**src/rtl/riscv_pipe_pkg.sv**
```systemverilog
// Shared definitions for the RISC-V pipeline stage registers.
package riscv_pipe_pkg;

  localparam logic [31:0] NOP_INSTR = 32'h0000_0013;
  localparam int unsigned PC_STEP   = 4;

  typedef enum logic [1:0] {
    EMPTY = 2'd0,
    BUSY  = 2'd1,
    FULL  = 2'd2
  } stage_state_t;

endpackage

```
**src/rtl/pipe_stage_skid_if.sv**
```systemverilog
// Handshake and payload bundle between two adjacent pipeline stages.
interface pipe_stage_skid_if #(
  parameter int unsigned XLEN = 32,
  parameter int unsigned ILEN = 32,
  parameter int unsigned SB_W = 1
);
  logic            in_valid;
  logic            in_ready;
  logic [ILEN-1:0] in_instr;
  logic [XLEN-1:0] in_pc;
  logic [XLEN-1:0] in_pc4;
  logic [SB_W-1:0] in_sb;
  logic            out_valid;
  logic            out_ready;
  logic [ILEN-1:0] out_instr;
  logic [XLEN-1:0] out_pc;
  logic [XLEN-1:0] out_pc4;
  logic [SB_W-1:0] out_sb;

  modport master (
    output in_valid, in_instr, in_pc, in_pc4, in_sb, out_ready,
    input  in_ready, out_valid, out_instr, out_pc, out_pc4, out_sb
  );

  modport slave (
    input  in_valid, in_instr, in_pc, in_pc4, in_sb, out_ready,
    output in_ready, out_valid, out_instr, out_pc, out_pc4, out_sb
  );

endinterface

```
**src/rtl/sat_counter.sv**
```systemverilog
// Saturating up-counter with synchronous clear; clear wins over increment.
module sat_counter #(
  parameter int unsigned W = 16
) (
  input  logic         clk,
  input  logic         reset,
  input  logic         inc,
  input  logic         clr,
  output logic [W-1:0] cnt
);

  logic [W-1:0] r_cnt;

  always_ff @(posedge clk or posedge reset) begin
    if (reset) begin
      r_cnt <= '0;
    end else if (clr) begin
      r_cnt <= '0;
    end else if (inc && (r_cnt != '1)) begin
      r_cnt <= r_cnt + W'(1);
    end
  end

  assign cnt = r_cnt;

endmodule

```
**src/rtl/pipe_stage_skid.sv**
```systemverilog
// Inter-stage pipeline register with two-entry skid buffer, flush and NOP bubbles.
// Main entry drives the outputs; in_ready and out_valid are flops.
module pipe_stage_skid #(
  parameter int unsigned XLEN    = 32,
  parameter int unsigned ILEN    = 32,
  parameter int unsigned SB_W    = 1,
  parameter bit          GEN_PC4 = 1'b1,
  parameter int unsigned CNT_W   = 16
) (
  input  logic             clk,
  input  logic             reset,
  input  logic             flush,
  input  logic             stall_clr,
  output logic [CNT_W-1:0] stall_cnt,
  pipe_stage_skid_if.slave bus
);
  import riscv_pipe_pkg::*;

  localparam int unsigned     PW         = ILEN + 2 * XLEN + SB_W;
  localparam logic [ILEN-1:0] NOP_BUBBLE = ILEN'(NOP_INSTR);

  stage_state_t    r_state;
  logic            r_in_ready;
  logic            r_out_valid;
  logic [PW-1:0]   r_main;
  logic [PW-1:0]   r_skid;

  logic            w_in_fire;
  logic            w_out_fire;
  logic            w_stall;
  logic [XLEN-1:0] w_in_pc4;
  logic [PW-1:0]   w_in_pay;
  logic [ILEN-1:0] w_main_instr;

  assign w_in_fire  = bus.in_valid && r_in_ready;
  assign w_out_fire = r_out_valid && bus.out_ready;
  assign w_stall    = r_out_valid && !bus.out_ready;

  // PC+4 is captured with the beat so the output path carries no adder.
  assign w_in_pc4 = GEN_PC4 ? (bus.in_pc + XLEN'(PC_STEP)) : bus.in_pc4;
  assign w_in_pay = {bus.in_instr, bus.in_pc, w_in_pc4, bus.in_sb};

  always_ff @(posedge clk or posedge reset) begin
    if (reset) begin
      r_state     <= EMPTY;
      r_in_ready  <= 1'b1;
      r_out_valid <= 1'b0;
      r_main      <= '0;
      r_skid      <= '0;
    end else if (flush) begin
      r_state     <= EMPTY;
      r_in_ready  <= 1'b1;
      r_out_valid <= 1'b0;
    end else begin
      case (r_state)
        EMPTY: begin
          if (w_in_fire) begin
            r_main      <= w_in_pay;
            r_state     <= BUSY;
            r_out_valid <= 1'b1;
          end
        end
        BUSY: begin
          if (w_in_fire && !w_out_fire) begin
            r_skid     <= w_in_pay;
            r_state    <= FULL;
            r_in_ready <= 1'b0;
          end else if (w_in_fire) begin
            r_main <= w_in_pay;
          end else if (w_out_fire) begin
            r_state     <= EMPTY;
            r_out_valid <= 1'b0;
          end
        end
        FULL: begin
          if (w_out_fire) begin
            r_main     <= r_skid;
            r_state    <= BUSY;
            r_in_ready <= 1'b1;
          end
        end
        default: begin
          r_state     <= EMPTY;
          r_in_ready  <= 1'b1;
          r_out_valid <= 1'b0;
        end
      endcase
    end
  end

  assign bus.in_ready  = r_in_ready;
  assign bus.out_valid = r_out_valid;
  assign {w_main_instr, bus.out_pc, bus.out_pc4, bus.out_sb} = r_main;
  assign bus.out_instr = r_out_valid ? w_main_instr : NOP_BUBBLE;

  sat_counter #(.W(CNT_W)) u_stall_cnt (
    .clk   (clk),
    .reset (reset),
    .inc   (w_stall),
    .clr   (stall_clr),
    .cnt   (stall_cnt)
  );

endmodule

```
**src/flat_wrapper.sv**
```systemverilog
// flat-port wrapper written by rule: the top's interface ports become plain ports
module pipe_stage_skid_flat import riscv_pipe_pkg::*;
#(
  parameter int unsigned XLEN    = 32,
  parameter int unsigned ILEN    = 32,
  parameter int unsigned SB_W    = 1,
  parameter bit          GEN_PC4 = 1'b1,
  parameter int unsigned CNT_W   = 16
)
  (clk, reset, flush, stall_clr, stall_cnt, bus_in_valid, bus_in_instr, bus_in_pc, bus_in_pc4, bus_in_sb, bus_out_ready, bus_in_ready, bus_out_valid, bus_out_instr, bus_out_pc, bus_out_pc4, bus_out_sb);
  pipe_stage_skid_if #(.XLEN(XLEN), .ILEN(ILEN), .SB_W(SB_W)) bus_i ();
  input  logic clk;
  input  logic reset;
  input  logic flush;
  input  logic stall_clr;
  output logic [CNT_W-1:0] stall_cnt;
  input wire logic [$bits(bus_i.in_valid)-1:0] bus_in_valid;
  input wire logic [$bits(bus_i.in_instr)-1:0] bus_in_instr;
  input wire logic [$bits(bus_i.in_pc)-1:0] bus_in_pc;
  input wire logic [$bits(bus_i.in_pc4)-1:0] bus_in_pc4;
  input wire logic [$bits(bus_i.in_sb)-1:0] bus_in_sb;
  input wire logic [$bits(bus_i.out_ready)-1:0] bus_out_ready;
  output wire logic [$bits(bus_i.in_ready)-1:0] bus_in_ready;
  output wire logic [$bits(bus_i.out_valid)-1:0] bus_out_valid;
  output wire logic [$bits(bus_i.out_instr)-1:0] bus_out_instr;
  output wire logic [$bits(bus_i.out_pc)-1:0] bus_out_pc;
  output wire logic [$bits(bus_i.out_pc4)-1:0] bus_out_pc4;
  output wire logic [$bits(bus_i.out_sb)-1:0] bus_out_sb;
  assign bus_i.in_valid = bus_in_valid;
  assign bus_i.in_instr = bus_in_instr;
  assign bus_i.in_pc = bus_in_pc;
  assign bus_i.in_pc4 = bus_in_pc4;
  assign bus_i.in_sb = bus_in_sb;
  assign bus_i.out_ready = bus_out_ready;
  assign bus_in_ready = bus_i.in_ready;
  assign bus_out_valid = bus_i.out_valid;
  assign bus_out_instr = bus_i.out_instr;
  assign bus_out_pc = bus_i.out_pc;
  assign bus_out_pc4 = bus_i.out_pc4;
  assign bus_out_sb = bus_i.out_sb;
  pipe_stage_skid #(.XLEN(XLEN), .ILEN(ILEN), .SB_W(SB_W), .GEN_PC4(GEN_PC4), .CNT_W(CNT_W)) u_core (.clk(clk), .reset(reset), .flush(flush), .stall_clr(stall_clr), .stall_cnt(stall_cnt), .bus(bus_i));
endmodule
```
**config.mk**
```make
export PLATFORM = sky130hd
export DESIGN_NAME = pipe_stage_skid_flat
export DESIGN_NICKNAME = d
export VERILOG_FILES = /design/src/rtl/riscv_pipe_pkg.sv /design/src/rtl/pipe_stage_skid_if.sv /design/src/rtl/sat_counter.sv /design/src/rtl/pipe_stage_skid.sv /design/src/flat_wrapper.sv
export SDC_FILE = /design/constraint.sdc
export NUM_CORES = 1
export LEC_CHECK = 0
export CAP_MARGIN = 20
export CORE_MARGIN = 1
export CORE_UTILIZATION = 51
export CTS_BUF_LIST = sky130_fd_sc_hd__clkbuf_16
export DETAILED_ROUTE_END_ITERATION = 8
export PLACE_DENSITY = 0.8
export SKIP_CTS_REPAIR_TIMING = 1
export SLEW_MARGIN = 5
export SYNTH_ARGS = -nofsm -noshare
export SYNTH_HDL_FRONTEND = slang
export SYNTH_SLANG_ARGS = --single-unit
```
**constraint.sdc**
```tcl
create_clock -name clk -period 8.1 [get_ports clk]
set_input_delay 1.62 -clock clk [delete_from_list [all_inputs] [get_ports clk]]
set_output_delay 1.62 -clock clk [all_outputs]
set_load 0.05 [all_outputs]
```
Word level (Yosys, flattened, before mapping)
Index checks and enable logic that the tools add are counted.
- input port bits: 103
- register bits after elaboration: 214
- logic and storage cells: 63
- output and inout bits: 115
- mux-type cells: 24
- reduce and logical (&&, ||, !) cells: 15
- equality and inequality tests: 15
- add/sub/neg operators: 2
- bitwise operators: 1
- operator list (kind ; count):
    97-bit two-way mux ; 3
    97-bit one-hot mux with 3 select lines ; 1
    32-bit by 3-bit adder with 32-bit output (second input constant) ; 1
    16-bit two-way mux ; 2
    32-bit two-way mux ; 1
    16-bit by 1-bit adder with 16-bit output (second input constant) ; 1
    16-bit inequality test (second input constant) ; 1
    2-bit two-way mux ; 6
    3-bit by 2-bit inequality test with 1-bit output (second input constant) ; 4
    1-bit two-way mux ; 8
    4-bit AND reduction ; 2
    2-bit inequality test (second input constant) ; 3
    3-bit inequality test (second input constant) ; 2
    1-bit one-hot mux with 3 select lines ; 2
    2-bit one-hot mux with 3 select lines ; 1
    3-bit AND reduction ; 2
    1-bit logical AND ; 5
    5-bit AND reduction ; 1
    4-bit by 2-bit inequality test with 1-bit output (second input constant) ; 1
    4-bit inequality test (second input constant) ; 1
    3-bit nonzero test ; 1
    2-bit by 1-bit equality test with 1-bit output (second input constant) ; 1
    2-bit equality test (second input constant) ; 1
    1-bit zero test ; 2
    other kinds (4) ; 4

Longest topological paths before layout
- depth after elaboration: 6
- depth in mapped cells: 8

By module
From an unflattened synthesis, not the netlist that was laid out.
- cell total of the unflattened synthesis: 1195
- area, all modules: 10291.1 um^2
- by module, submodules not included (module ; cells each ; area an instance (um^2) ; times used):
    pipe_stage_skid ; 1094 ; 9359.0 ; 1
    sat_counter ; 101 ; 932.1 ; 1

Worst setup path after synthesis
No wires, ideal clock.
- path kind: input port to flip-flop
- start point: in bus_in_pc[2]
- end point: reg u_core.r_main[23]
- path slack: 4.931 ns
- library setup time: 0.128 ns
- cell stages on the path: 7
- path buffers: 1
- arrival: 3.041 ns
- cell sequence: ha_1 > nand3_1 > or3_4 > buf_2 > o31a_1 > nor3_1 > o21ai_0
- longest elaborated chain between the ends: 4
- ends and longest elaborated chain (element ; line ; source):
    start: declaration ; flat_wrapper.sv:19 ; input wire logic [$bits(bus_i.in_pc)-1:0] bus_in_pc;
    32-bit by 3-bit adder with 32-bit output * ; pipe_stage_skid.sv:40 ; assign w_in_pc4 = GEN_PC4 ? (bus.in_pc + XLEN'(PC_STEP)) : bus.in_pc4;
    97-bit two-way mux * ; pipe_stage_skid.sv:57, pipe_stage_skid.sv:68 ;
    97-bit two-way mux ; pipe_stage_skid.sv:64 ; if (w_in_fire && !w_out_fire) begin
    97-bit one-hot mux with 3 select lines * ; pipe_stage_skid.sv:55 ; case (r_state)
    end signal: assignment ; pipe_stage_skid.sv:58 ; r_main <= w_in_pay;
    end signal: assignment ; pipe_stage_skid.sv:69 ; r_main <= w_in_pay;
    end signal: assignment ; pipe_stage_skid.sv:77 ; r_main <= r_skid;
    end: declaration ; pipe_stage_skid.sv:25 ; logic [PW-1:0] r_main;
Mark *: on every way between the ends. The rest lies on a longest branch, timed or not. The select of a mux whose other input is x is not followed.
A chain may end at the register's enable or synchronous reset.

Final worst setup path
- start point: reg u_core.r_out_valid, in the netlist u_core.bus.out_valid
- end point: out bus_out_instr[9]
- longest elaborated chain between the ends: 1
- ends and longest elaborated chain (element ; line ; source):
    start: declaration ; pipe_stage_skid.sv:24 ; logic r_out_valid;
    start signal: assignment ; pipe_stage_skid.sv:47 ; r_out_valid <= 1'b0;
    start signal: assignment ; pipe_stage_skid.sv:53 ; r_out_valid <= 1'b0;
    start signal: assignment ; pipe_stage_skid.sv:60 ; r_out_valid <= 1'b1;
    32-bit two-way mux ; pipe_stage_skid.sv:94 ; assign bus.out_instr = r_out_valid ? w_main_instr : NOP_BUBBLE;
    end: declaration ; flat_wrapper.sv:25 ; output wire logic [$bits(bus_i.out_instr)-1:0] bus_out_instr;
Every way passes these cells.

==> results by group <==
Power
  – NetSw: 1.87 mW
  – Cell leakage power: 5.48 nW
  – Part of the power in the clock network: 22.5%
  – Part of the power in registers: between 30% and 40%
  – Logic gate share of total power: 39.1%
  – Switching Share: 40.5%
  – Pint: 2.75 mW
  – Tot Pwr: 4.62 mW
  – Worst IR Drop VDD: 0.240 mV
  – PD cells: 371 nW/um2

Layout
  – ANT cells: 0
  – Layout cells sized above 1: 4.69%
  – Nets: 1367
  – Layout area overhead: 22.5%
  – Fillcell total: 1618

Clock network
  – Clock Tree Buf Depth: 3
  – CTS tree: built
  – Sink Count: between 200 and 250
  – Root Buffer: clkbuf_16
  – H-tree lvl count: 1
  – CTS buffer count: 23
  – Skew-Pair Late Insertion Delay: ~510 ps
  – Clock transition at path regs: 60 ps

Synthesis
  – Syn_nets: 1288
  – EDFF count, synth: 0
  – Sequential share of the synthesized area: between 50% and 60%
  – Synth Instances: 1183
  – Avg Cell Area, Syn: about 8.6 um2
  – Distinct cell type count after synthesis: 54
  – Top_reg_cell synth: dfrtp_1
  – Yosys warns: 0
  – Area leader, netlist: dfrtp_1
  – Post-synthesis async set-or-reset flop share: between 90% and 100%
  – Post-Syn Area: 10200 um2
  – Area contributors post-synth: dfrtp_1, nand2_1, buf_4
  – Yosys top cell area share: 51.5%
  – Seq cells post-synth: 210

Critical path
  – Bufs and invs on worst path: 2
  – Slowest cell on the critical path: clkdlybuf4s50_1
  – Arrival @ worst endpoint: about 2200 ps
  – Crit path required time: approximately 6500 ps
  – CP Cell Sequence: buf_4 > and2_1 > clkdlybuf4s50_1
  – CP delay by family, top: buffers and inverters
  – Worst setup path startpoint: u_core.bus.out_valid
  – CP endpoint kind: output pin
  – Critical Path Fanout Max: 39
  – Worst R2R Start: u_core.r_state[0]
  – CP max stage delay: 810 ps
  – CP Launch Type: flop
  – Crit path kind: flop to output pin

Die
  – I/O Pins: 218
  – Die height: 143 um
  – Initial core utilization: 52.0%
  – Total core area: 19500 um2
  – Row count: 51
  – Horiz. Die Dim: approximately 140 um
  – Die ar.: ~20000 um2

STA
  – Slew Limit Fails: 0
  – Worst-Margin Slew: 1070 ps
  – Slew Limit Headroom: 28.8%
  – Fin Setup TNS: 0 ps
  – RSZ-0062 raised after global routing: false
  – Fin crit period: 3840 ps
  – Fin crit share: 47.5%
  – Final WS setup: between 4000 and 5000 ps
  – Clk_skew: 7.97 ps
  – Endpoints failing setup: 0
  – Final hold vios: 0
  – FMAX: 0.260 GHz

Routing
  – DR top layer: met4
  – Metal-1 WL: 10900 um
  – Wire per inst: 16.3 um
  – Initial DRC count: 529
  – Vias: 8400
  – DRC viols: 0
  – TritonRoute pass-1 iters: 5
  – Vias per cell: 5.44
  – Post-Route WL: 25100 um
  – Routed met2 length: 12000 um
  – Detail Route Antenna Nets: 0
  – Metal3 WL: 1460 um

Global routing
  – Vias in the first global route: 8185
  – First-pass GRT wire length: 40700 um
  – Pin count of the biggest net entering global routing: 104
  – Initial antenna violation count: 0
  – Grt total ovfl: 0
  – Tot GR Track Use: approximately a quarter

Hold path
  – Hold_sp: u_core.r_skid[88]
  – Worst Hold Class: flop to flop

Job
  – Max-Cap Viols: 0

Placement
  – Routability Congestion: 0.836
  – Setup slack at placement: 3820 ps
  – DPL Wire Length: 15700 um
  – Number of port buffers: 185

Status
  – Status: completed
[cells in the final DEF, fill, tap and decap left out, types with 4 or more instances in the layout]
cell type	n
nand2_1	355
dfrtp_1	209
clkdlybuf4s50_1	185
nor2_1	114
a31oi_1	64
a21oi_1	41
o21ai_0	36
and2_1	31
xnor2_1	29
clkbuf_16	23
nand3_1	19
nand4_1	17
inv_1	13
nor3_1	12
a21o_1	9
a22oi_1	9
buf_4	9
xor2_1	8
and3_1	7
clkinv_1	6
o211ai_1	5
nor4_1	5
or3_1	4
o21ai_1	4
nand2b_1	4
[cells in the mapped netlist, types with 5 or more instances]
| cell type | number |
|---|---|
| nand2_1 | 355 |
| dfrtp_1 | 209 |
| nor2_1 | 114 |
| a31oi_1 | 64 |
| buf_4 | 64 |
| clkbuf_1 | 64 |
| a21oi_1 | 41 |
| o21ai_0 | 36 |
| and2_1 | 31 |
| xnor2_1 | 29 |
| nand3_1 | 19 |
| nand4_1 | 17 |
| nor3_1 | 12 |
| buf_2 | 10 |
| inv_1 | 10 |
| a21o_1 | 9 |
| a22oi_1 | 9 |
| xor2_1 | 8 |
| and3_1 | 7 |
| nand2b_1 | 5 |
| nor4_1 | 5 |
| o211ai_1 | 5 |
| o21ai_1 | 5 |
| or3_1 | 5 |
[worst register-to-register path: stages, from the launching register on]
cell and delay [ps]:
dfrtp_1 500, nand2b_4 660, a211oi_4 450, buf_4 470
buf_4 680, a31oi_1 240
[metal layers]
| metal | track usage [%] | up-vias |
|---|---|---|
| li1 | - | 4013 |
| met1 | 32.6 | 4063 |
| met2 | 41.7 | 265 |
| met3 | 3.89 | 59 |
| met4 | 8.77 | 0 |
| met5 | 0 | - |
[through the flow]
step	hold slack, ps	cells	util, %	area (um2)
4_1_cts	476	1543	63.6	12400
6_report	470	1544	63.7	12400
2_1_floorplan	446	1183	-	10200
5_1_grt	485	1544	63.7	12400
3_3_place_gp	456	1500	59.8	11700
3_5_place_dp	462	1501	59.8	11700
[registers in the layout, summed over array words and instances (netlist names)]
signal / flops
u_core.u_stall_cnt.cnt: 16
u_core.bus.in_ready: 1
u_core.r_main: 95
u_core.bus.out_valid: 1
u_core.r_state: 2
u_core.r_skid: 95
[cell families after synthesis]
family / after synthesis / synth area share, %
and+or+nand+nor: 590 / 25.0
DFF: 210 / 51.7
AOI/OAI and AO/OA: 187 / 11.1
buffers and inverters: 152 / 8.19
xor gates and xnor gates: 37 / 3.19
muxes: 5 / 0.517
adders and majority gates: 2 / 0.246
[path summary, 6_finish.rpt]
path / to / slack (ps) / cells past startpoint
worst min-delay path: u_core.r_skid[88] / 470 / 2
worst min register to register: u_core.r_skid[88] / 470 / 2
min in group asynchronous: u_core.r_main[68] / 1600 / 2
worst max-delay path: bus_out_instr[9] / 4260 / 3
worst max register to register: u_core.r_main[71] / 4920 / 5
max in group asynchronous: u_core.r_main[71] / 5120 / 3
[power groups by stage]
stage                     sequential (mW)  clock (mW)  combinational, mW
after global placement               1.76           0               1.77
after detailed placement             1.79           0               1.81
final                                1.78        1.04               1.81
after global routing                 1.83        1.10               1.94
after floorplan                      1.72           0               1.46
after CTS                            1.77        1.06               1.82
[final cells by class]
| type | count | area, um2 | share of cell area, % |
|---|---|---|---|
| clock buffer | 23 | 576 | 4.62 |
| inverter | 10 | 45.0 | 0.362 |
| tap | 265 | 332 | 2.66 |
| timing repair buffer | 196 | 1950 | 15.7 |
| sequential | 210 | 5260 | 42.2 |
| clock inverter | 19 | 168 | 1.35 |
| multi-input combinational | 821 | 4120 | 33.1 |
Note: power is estimated with default switching activity, not from simulation.
